File: config.mk
export PLATFORM = sky130hd
export DESIGN_NAME = lease_sampler_drain_ctrl
export DESIGN_NICKNAME = d
export VERILOG_FILES = /design/src/rtl/lease_sampler_drain_ctrl_pkg.sv /design/src/rtl/lease_sampler_drain_ctrl_serializer.sv /design/src/rtl/lease_sampler_drain_ctrl.sv
export SDC_FILE = /design/constraint.sdc
export NUM_CORES = 1
export LEC_CHECK = 0
export CORE_ASPECT_RATIO = 0.9
export CORE_MARGIN = 2
export CORE_UTILIZATION = 35
export CTS_BUF_LIST = sky130_fd_sc_hd__clkbuf_16
export CTS_CLUSTER_DIAMETER = 150
export DETAILED_ROUTE_END_ITERATION = 6
export GPL_TIMING_DRIVEN = 1
export PLACE_DENSITY = 0.64
export SLEW_MARGIN = 40
export SYNTH_ARGS = -nofsm -noshare
export SYNTH_HDL_FRONTEND = slang
export SYNTH_HIERARCHICAL = 1
export SYNTH_SLANG_ARGS = --single-unit
File: constraint.sdc
create_clock -name clock_i -period 13.1 [get_ports clock_i]
set_input_delay 2.62 -clock clock_i [delete_from_list [all_inputs] [get_ports clock_i]]
set_output_delay 2.62 -clock clock_i [all_outputs]
set_load 0.01 [all_outputs]
File: src/rtl/lease_sampler_drain_ctrl_pkg.sv
`default_nettype none
// lease_sampler_drain_ctrl_pkg -- shared encodings for the lease sampler drain controller.
// Revision 1.0
package lease_sampler_drain_ctrl_pkg;

  typedef enum logic [3:0] {
    ST_IDLE       = 4'd0,
    ST_RUN        = 4'd1,
    ST_DUMP       = 4'd2,
    ST_DUMP_WAIT  = 4'd3,
    ST_DRAIN_ADDR = 4'd4,
    ST_DRAIN_WAIT = 4'd5,
    ST_SEND       = 4'd6,
    ST_CLEAR      = 4'd7
  } state_e;

  localparam logic [1:0] CMD_NOP   = 2'b00;
  localparam logic [1:0] CMD_START = 2'b01;
  localparam logic [1:0] CMD_STOP  = 2'b10;
  localparam logic [1:0] CMD_ABORT = 2'b11;

  localparam int COMM_RUN      = 24;
  localparam int COMM_CLEAR    = 23;
  localparam int COMM_DUMP     = 22;
  localparam int COMM_ADDR_LSB = 4;

  localparam int REC_LEN   = 5;
  localparam int REC_IDX_W = 3;

  function automatic logic is_drain(input state_e s);
    return (s == ST_DRAIN_ADDR) || (s == ST_DRAIN_WAIT) || (s == ST_SEND);
  endfunction

endpackage
`default_nettype wire

File: src/rtl/lease_sampler_drain_ctrl_serializer.sv
`default_nettype none
// lease_record_serializer -- five-word record buffer streamed out over valid/ready.
// Revision 1.0
module lease_record_serializer
  import lease_sampler_drain_ctrl_pkg::*;
(
  input  logic                     clock_i,
  input  logic                     reset_i,
  input  logic                     load_i,
  input  logic                     flush_i,
  input  logic [REC_LEN-1:0][31:0] words_i,
  input  logic                     rec_ready_i,
  output logic [31:0]              rec_data_o,
  output logic                     rec_valid_o,
  output logic                     rec_last_o
);

  logic [REC_LEN-1:0][31:0] buf_q, buf_d;
  logic [REC_IDX_W-1:0]     idx_q, idx_d, idx_nxt;
  logic [31:0]              data_q, data_d;
  logic                     valid_q, valid_d;
  logic                     last_q, last_d;

  always_comb begin
    buf_d   = buf_q;
    idx_d   = idx_q;
    data_d  = data_q;
    valid_d = valid_q;
    last_d  = last_q;
    idx_nxt = idx_q + 1'b1;
    if (flush_i) begin
      valid_d = 1'b0;
      last_d  = 1'b0;
    end else if (load_i) begin
      buf_d   = words_i;
      idx_d   = '0;
      data_d  = words_i[0];
      valid_d = 1'b1;
      last_d  = 1'b0;
    end else if (valid_q && rec_ready_i) begin
      if (last_q) begin
        valid_d = 1'b0;
        last_d  = 1'b0;
      end else begin
        // Data is only advanced on acceptance, so it holds steady under backpressure.
        idx_d  = idx_nxt;
        data_d = buf_q[idx_nxt];
        last_d = (idx_nxt == REC_IDX_W'(REC_LEN - 1));
      end
    end
  end

  always_ff @(posedge clock_i or posedge reset_i) begin
    if (reset_i) begin
      buf_q   <= '0;
      idx_q   <= '0;
      data_q  <= '0;
      valid_q <= 1'b0;
      last_q  <= 1'b0;
    end else begin
      buf_q   <= buf_d;
      idx_q   <= idx_d;
      data_q  <= data_d;
      valid_q <= valid_d;
      last_q  <= last_d;
    end
  end

  assign rec_data_o  = data_q;
  assign rec_valid_o = valid_q;
  assign rec_last_o  = last_q;

endmodule
`default_nettype wire

File: src/rtl/lease_sampler_drain_ctrl.sv
`default_nettype none
// lease_sampler_drain_ctrl -- host-driven start/stop/drain sequencer for the lease sampler.
// Revision 1.0
module lease_sampler_drain_ctrl
  import lease_sampler_drain_ctrl_pkg::*;
#(
  parameter int P_ADDR_W   = 13,
  parameter int P_READ_LAT = 2,
  parameter int P_TABLE_N  = 128
) (
  input  logic        clock_i,
  input  logic        reset_i,
  input  logic [1:0]  host_cmd_i,
  input  logic        host_cmd_valid_i,
  output logic        host_cmd_ready_o,
  output logic [31:0] smp_comm_o,
  input  logic        smp_full_i,
  input  logic [31:0] smp_used_i,
  input  logic [31:0] smp_interval_i,
  input  logic [31:0] smp_address_i,
  input  logic [31:0] smp_target_i,
  input  logic [63:0] smp_trace_i,
  output logic [31:0] rec_data_o,
  output logic        rec_valid_o,
  input  logic        rec_ready_i,
  output logic        rec_last_o,
  output logic        busy_o,
  output logic [3:0]  state_o,
  output logic [31:0] drain_count_o
);

  localparam logic [31:0] C_DUMP_WAIT_END = 32'(P_TABLE_N + 1);
  localparam logic [31:0] C_READ_WAIT_END = 32'(P_READ_LAT);

  state_e                   state_q, state_d;
  logic [P_ADDR_W-1:0]      idx_q, idx_d, n_q, n_d, idx_inc, used_entries;
  logic [31:0]              cnt_q, cnt_d, comm_q, comm_d, count_q, count_d;
  logic                     resume_q, resume_d, busy_q, busy_d, run_d;
  logic                     cmd_fire, cmd_start, cmd_stop, cmd_abort;
  logic                     start_drain, advance, ser_load, ser_flush, rec_done;
  logic [REC_LEN-1:0][31:0] rec_words;
  logic                     unused_used;

  // Outside IDLE/RUN only an abort may be taken, so ready follows the command code.
  assign host_cmd_ready_o = (state_q == ST_IDLE) || (state_q == ST_RUN) ||
                            (host_cmd_i == CMD_ABORT);
  assign cmd_fire     = host_cmd_valid_i && host_cmd_ready_o;
  assign cmd_start    = cmd_fire && (host_cmd_i == CMD_START);
  assign cmd_stop     = cmd_fire && (host_cmd_i == CMD_STOP);
  assign cmd_abort    = cmd_fire && (host_cmd_i == CMD_ABORT);
  assign rec_done     = rec_valid_o && rec_ready_i && rec_last_o;
  assign idx_inc      = idx_q + 1'b1;
  assign used_entries = smp_used_i[P_ADDR_W-1:0];
  assign unused_used  = &{1'b0, smp_used_i};
  assign rec_words    = {smp_target_i, smp_trace_i[63:32], smp_trace_i[31:0],
                         smp_interval_i, smp_address_i};

  always_comb begin
    state_d     = state_q;
    idx_d       = idx_q;
    n_d         = n_q;
    cnt_d       = cnt_q;
    resume_d    = resume_q;
    start_drain = 1'b0;
    advance     = 1'b0;
    ser_load    = 1'b0;
    ser_flush   = 1'b0;
    case (state_q)
      ST_IDLE: if (cmd_start) state_d = ST_RUN;
      ST_RUN: begin
        if (cmd_stop) begin
          state_d = ST_DUMP;
        end else if (smp_full_i) begin
          start_drain = 1'b1;
          resume_d    = 1'b1;
        end
      end
      ST_DUMP: begin
        state_d = ST_DUMP_WAIT;
        cnt_d   = '0;
      end
      ST_DUMP_WAIT: begin
        if (cnt_q == C_DUMP_WAIT_END) begin
          start_drain = 1'b1;
          resume_d    = 1'b0;
        end else begin
          cnt_d = cnt_q + 32'd1;
        end
      end
      ST_DRAIN_ADDR: begin
        state_d = ST_DRAIN_WAIT;
        cnt_d   = '0;
      end
      ST_DRAIN_WAIT: begin
        // One cycle beyond the read latency so the sampler data has settled when captured.
        if (cnt_q == C_READ_WAIT_END) begin
          if (smp_interval_i != 32'd0) begin
            ser_load = 1'b1;
            state_d  = ST_SEND;
          end else begin
            advance = 1'b1;
          end
        end else begin
          cnt_d = cnt_q + 32'd1;
        end
      end
      ST_SEND:  if (rec_done) advance = 1'b1;
      ST_CLEAR: state_d = (resume_q && !cmd_abort) ? ST_RUN : ST_IDLE;
      default:  state_d = ST_IDLE;
    endcase

    if (start_drain) begin
      n_d     = used_entries;
      idx_d   = '0;
      state_d = (used_entries == '0) ? ST_CLEAR : ST_DRAIN_ADDR;
    end
    if (advance) begin
      idx_d   = idx_inc;
      state_d = (idx_inc == n_q) ? ST_CLEAR : ST_DRAIN_ADDR;
    end
    if (cmd_abort && (state_q != ST_IDLE) && (state_q != ST_CLEAR)) begin
      state_d   = ST_CLEAR;
      resume_d  = 1'b0;
      ser_load  = 1'b0;
      ser_flush = 1'b1;
    end
  end

  // Comm word is built from the next state so it lines up with state_o.
  always_comb begin
    run_d = comm_q[COMM_RUN];
    case (state_d)
      ST_RUN:                        run_d = 1'b1;
      ST_IDLE, ST_DUMP, ST_DUMP_WAIT: run_d = 1'b0;
      ST_CLEAR:                      run_d = resume_d;
      default:                       run_d = comm_q[COMM_RUN];
    endcase
    comm_d             = '0;
    comm_d[COMM_RUN]   = run_d;
    comm_d[COMM_CLEAR] = (state_d == ST_CLEAR);
    comm_d[COMM_DUMP]  = (state_d == ST_DUMP);
    if (is_drain(state_d)) comm_d[COMM_ADDR_LSB +: P_ADDR_W] = idx_d;
    busy_d  = (state_d != ST_IDLE);
    count_d = rec_done ? count_q + 32'd1 : count_q;
  end

  always_ff @(posedge clock_i or posedge reset_i) begin
    if (reset_i) begin
      state_q  <= ST_IDLE;
      idx_q    <= '0;
      n_q      <= '0;
      cnt_q    <= '0;
      resume_q <= 1'b0;
      comm_q   <= '0;
      busy_q   <= 1'b0;
      count_q  <= '0;
    end else begin
      state_q  <= state_d;
      idx_q    <= idx_d;
      n_q      <= n_d;
      cnt_q    <= cnt_d;
      resume_q <= resume_d;
      comm_q   <= comm_d;
      busy_q   <= busy_d;
      count_q  <= count_d;
    end
  end

  lease_record_serializer u_ser (
    .clock_i     (clock_i),
    .reset_i     (reset_i),
    .load_i      (ser_load),
    .flush_i     (ser_flush),
    .words_i     (rec_words),
    .rec_ready_i (rec_ready_i),
    .rec_data_o  (rec_data_o),
    .rec_valid_o (rec_valid_o),
    .rec_last_o  (rec_last_o)
  );

  assign smp_comm_o    = comm_q;
  assign busy_o        = busy_q;
  assign state_o       = state_q;
  assign drain_count_o = count_q;

endmodule
`default_nettype wire

==> flow_metrics.env <==
export IMPL_final_cell_area_sq_um=19050
export IMPL_core_sq_um=41930
export IMPL_path_clk_slew_ns=0.06
export IMPL_yosysSeqAreaShare=0.5185
export IMPL_cts_resized=0
export IMPL_placement_cell_area_sq_um=17910
export IMPL_antenna_found_initial=9
export IMPL_crit_path_start_kind="input pin"
export IMPL_maxCapViolations=0
export IMPL_syn_cell_area_sq_um=14910
export IMPL_crit_path_top_delay_cell="clkdlybuf4s50_1"
export IMPL_end_kind="output port"
export IMPL_ys_top_cells_by_area="dfrtp_1, mux2_1, mux2_2"
export IMPL_synthFlopType="dfrtp_1"
export IMPL_drt_wl_total_um=38450
export IMPL_clock_fmax_ghz=0.1537
export IMPL_clockBufferDepth=3
export IMPL_syn_area_per_cell_sq_um=11.52
export IMPL_path_cells="clkdlybuf4s50_1, a22o_1, clkdlybuf4s50_1"
export IMPL_ys_warnings_count=6
export IMPL_die_x_um=221.6
export IMPL_layout_drive_gt1_share=0.09910
export IMPL_placed_cells=2047
export IMPL_p_leak_nw=8.682
export IMPL_synth_top_cell_area_share=0.5185
export IMPL_routabilityCongestion=0.8466
export IMPL_nets=1744
export IMPL_crit_family="buffers and inverters"
export IMPL_hold_viol=0
export IMPL_worstMarginPinSlew_ns=0.8094
export IMPL_viasPerCell=5.096
export IMPL_r2r_cells=10
export IMPL_die_area_sq_um=44280
export IMPL_regArea_sq_um=7734
export IMPL_combPwrFrac=0.256
export IMPL_critical_path_depth=3
export IMPL_status="finished with violations"
export IMPL_worstPathRequired_ns=10.48
export IMPL_fin_ws_ns=6.596
export IMPL_grt_overflow=0
export IMPL_area_growth_pct=27.74
export IMPL_start_util=0.3557
export IMPL_finalSetupViolations=0
export IMPL_cts_buffers=36
export IMPL_io_pins=303
export IMPL_synth_top_area_cell="dfrtp_1"
export IMPL_power_mw=3.025
export IMPL_holdPathStages=2
export IMPL_pwr_share_seq=0.428
export IMPL_wire_per_inst_um=18.18
export IMPL_min_period_ns=6.504
export IMPL_synth_cell_types=57
export IMPL_layout_worst_path_cycle_share=0.4965
export IMPL_dr_pass1_iters=7
export IMPL_cts_sinks=309
export IMPL_hp_class="register to register"
export IMPL_synth_edf_count=0
export IMPL_crit_arrival_ns=3.88
export IMPL_grt_pass1_vias=10870
export IMPL_grt_use_total=0.1707
export IMPL_ir_drop_v=0.0001159
export IMPL_powerDensity_nw_per_um2=158.8
export IMPL_async_flop_share=1.000
export IMPL_antenna_left=0
export IMPL_cp_max_fo=5
export IMPL_criticalPathCategory="input pin to output port"
export IMPL_skew_ns=0.009703
export IMPL_grt_pass1_wl_um=60120
export IMPL_place_ws_ns=6.336
export IMPL_yosys_register_bits=309
export IMPL_hold_buffers=0
export IMPL_relSlewSlack=0.4604
export IMPL_drv_slew=0
export IMPL_grt_max_degree=124
export IMPL_internal_power_mw=2.094
export IMPL_rsz0062_at_grt="no"
export IMPL_hpwl_um=26240
export IMPL_fp_dieH_um=199.8
export IMPL_htree_num_levels=2
export IMPL_drc=22
export IMPL_clkLatencyLatePin_ns=0.52
export IMPL_n_fill_cell=3947
export IMPL_rows=71
export IMPL_clkPwrFrac=0.316
export IMPL_vias=10780
export IMPL_fin_setup_tns_ns=0
export IMPL_drtIter0Drc=555
export IMPL_p_sw_frac=0.3076
export IMPL_stdcell_count=2115
export IMPL_cts_setup_buffers=0
export IMPL_slowest_delay_ns=0.56
export IMPL_cpMostUsedCell="clkdlybuf4s50_1"
export IMPL_synthCells=1295
export IMPL_cts_tree="yes"
export IMPL_p_switching_mw=0.9303
export IMPL_violations="design-rule violations"
export IMPL_multi_input_area_sq_um=6650
export IMPL_numPortBuffers=267
export IMPL_worstPathBufferInverterCount=2
export IMPL_root_buffer="clkbuf_16"
[stage by stage]
step	hold WS (ns)	utilization
after floorplan	0.4498	-
after global placement	0.4607	0.4269
after detailed placement	0.4645	0.4271
after CTS	0.4783	0.4537
after global routing	0.4980	0.4542
final	0.4727	0.4543
[kinds of logic (layout without fill, tap and decap cells)]
group,Yosys count,after routing,synth area share
xor+xnor,71,71,0.04170
compound gates,185,185,0.08944
simple gates,377,377,0.1274
fa+ha+maj,7,7,0.005873
flops,309,309,0.5185
buf+inv,107,360,0.04245
mux,238,238,0.1743
other cells,1,21,0.0002515
[layout by cell type (no fill, tap or decap), drive strengths merged, types with 3 or more instances in the layout]
cell type,count
nor2,99
ha,7
clkinvlp,3
diode,4
mux2i,64
nand2,87
clkdlybuf4s50,267
a211o,6
nand4,22
o31ai,43
a21oi,23
nor3,9
clkinv,14
o2bb2ai,30
or3,7
xor2,36
buf,12
inv,25
xnor2,35
clkbuf,37
and4,10
nor4,20
nand2b,7
a31oi,5
mux2,174
and2,8
nand3,36
nor2b,49
dfrtp,309
and2b,4
o21ai,29
a211oi,35
and3,14
conb,17
[tightest hold or removal path, delay by kind of cell (launching register included)]
kind / cells / cell delay (ns)
and+or+nand+nor: 1 / 0.05
DFF: 1 / 0.34
AOI/OAI and AO/OA: 1 / 0.05
[final cells by class]
cell class	count	share of cell area
well taps	547	0.03593
clock inverters	27	0.009918
flip-flops and latches	309	0.4060
diodes	4	0.0005255
multi-input cells	895	0.3491
inverters	17	0.004138
clock buffers	37	0.04860
repair buffers	279	0.1458
[power by group through the flow]
stage	registers, mW	clock network [mW]	logic, mW
3_5_place_dp	1.31	0	0.781
5_1_grt	1.32	1.02	0.850
2_1_floorplan	1.28	0	0.522
4_1_cts	1.30	0.986	0.783
6_report	1.29	0.956	0.774
3_3_place_gp	1.30	0	0.765
[Yosys cell counts, types with 7 or more instances]
library cell,n
mux2_2,73
o31ai_1,43
xor2_1,36
xnor2_1,35
nand3_1,36
nor4_1,19
mux2_1,101
a211oi_1,35
nor2_1,99
clkbuf_1,26
nand2_1,87
ha_1,7
mux2i_1,64
o21ai_0,29
and4_1,9
or3_1,7
nor2b_1,49
buf_6,15
nor3_1,9
nand4_1,22
inv_1,17
dfrtp_1,309
and3_1,12
buf_4,23
o2bb2ai_1,30
buf_2,26
a21oi_1,23
[layer usage]
| metal | track usage | vias up | share of wire |
|---|---|---|---|
| li1 | - | 5088 | - |
| met1 | 0.2212 | 5362 | 0.44 |
| met2 | 0.2801 | 256 | 0.47 |
| met3 | 0.05181 | 63 | 0.074 |
| met4 | 0.04454 | 8 | 0.019 |
| met5 | 0 | - | 0.0015 |
[sequential cells by signal (all words and copies together) (netlist names)]
signal             count
u_ser/rec_data_o      32
cnt_q                 32
state_o                4
drain_count_o         32
u_ser/idx_q            3
idx_q                 13
n_q                   13
u_ser/buf_q          160
resume_q               1
busy_o                 1
u_ser/rec_last_o       1
u_ser/rec_valid_o      1
smp_comm_o            16
[path summary, 6_finish.rpt]
path	from	to	slack, ns
max in group asynchronous	reset_i	u_ser/buf_q[119]	9.11
hold / removal	u_ser/rec_data_o[26]	u_ser/rec_data_o[26]	0.47
min in group asynchronous	reset_i	u_ser/buf_q[135]	2.67
setup / recovery	host_cmd_i[1]	host_cmd_ready_o	6.60
setup reg to reg	state_o[0]	u_ser/buf_q[27]	8.91
hold reg to reg	u_ser/rec_data_o[26]	u_ser/rec_data_o[26]	0.47
Power figures use the tool's default switching activity.
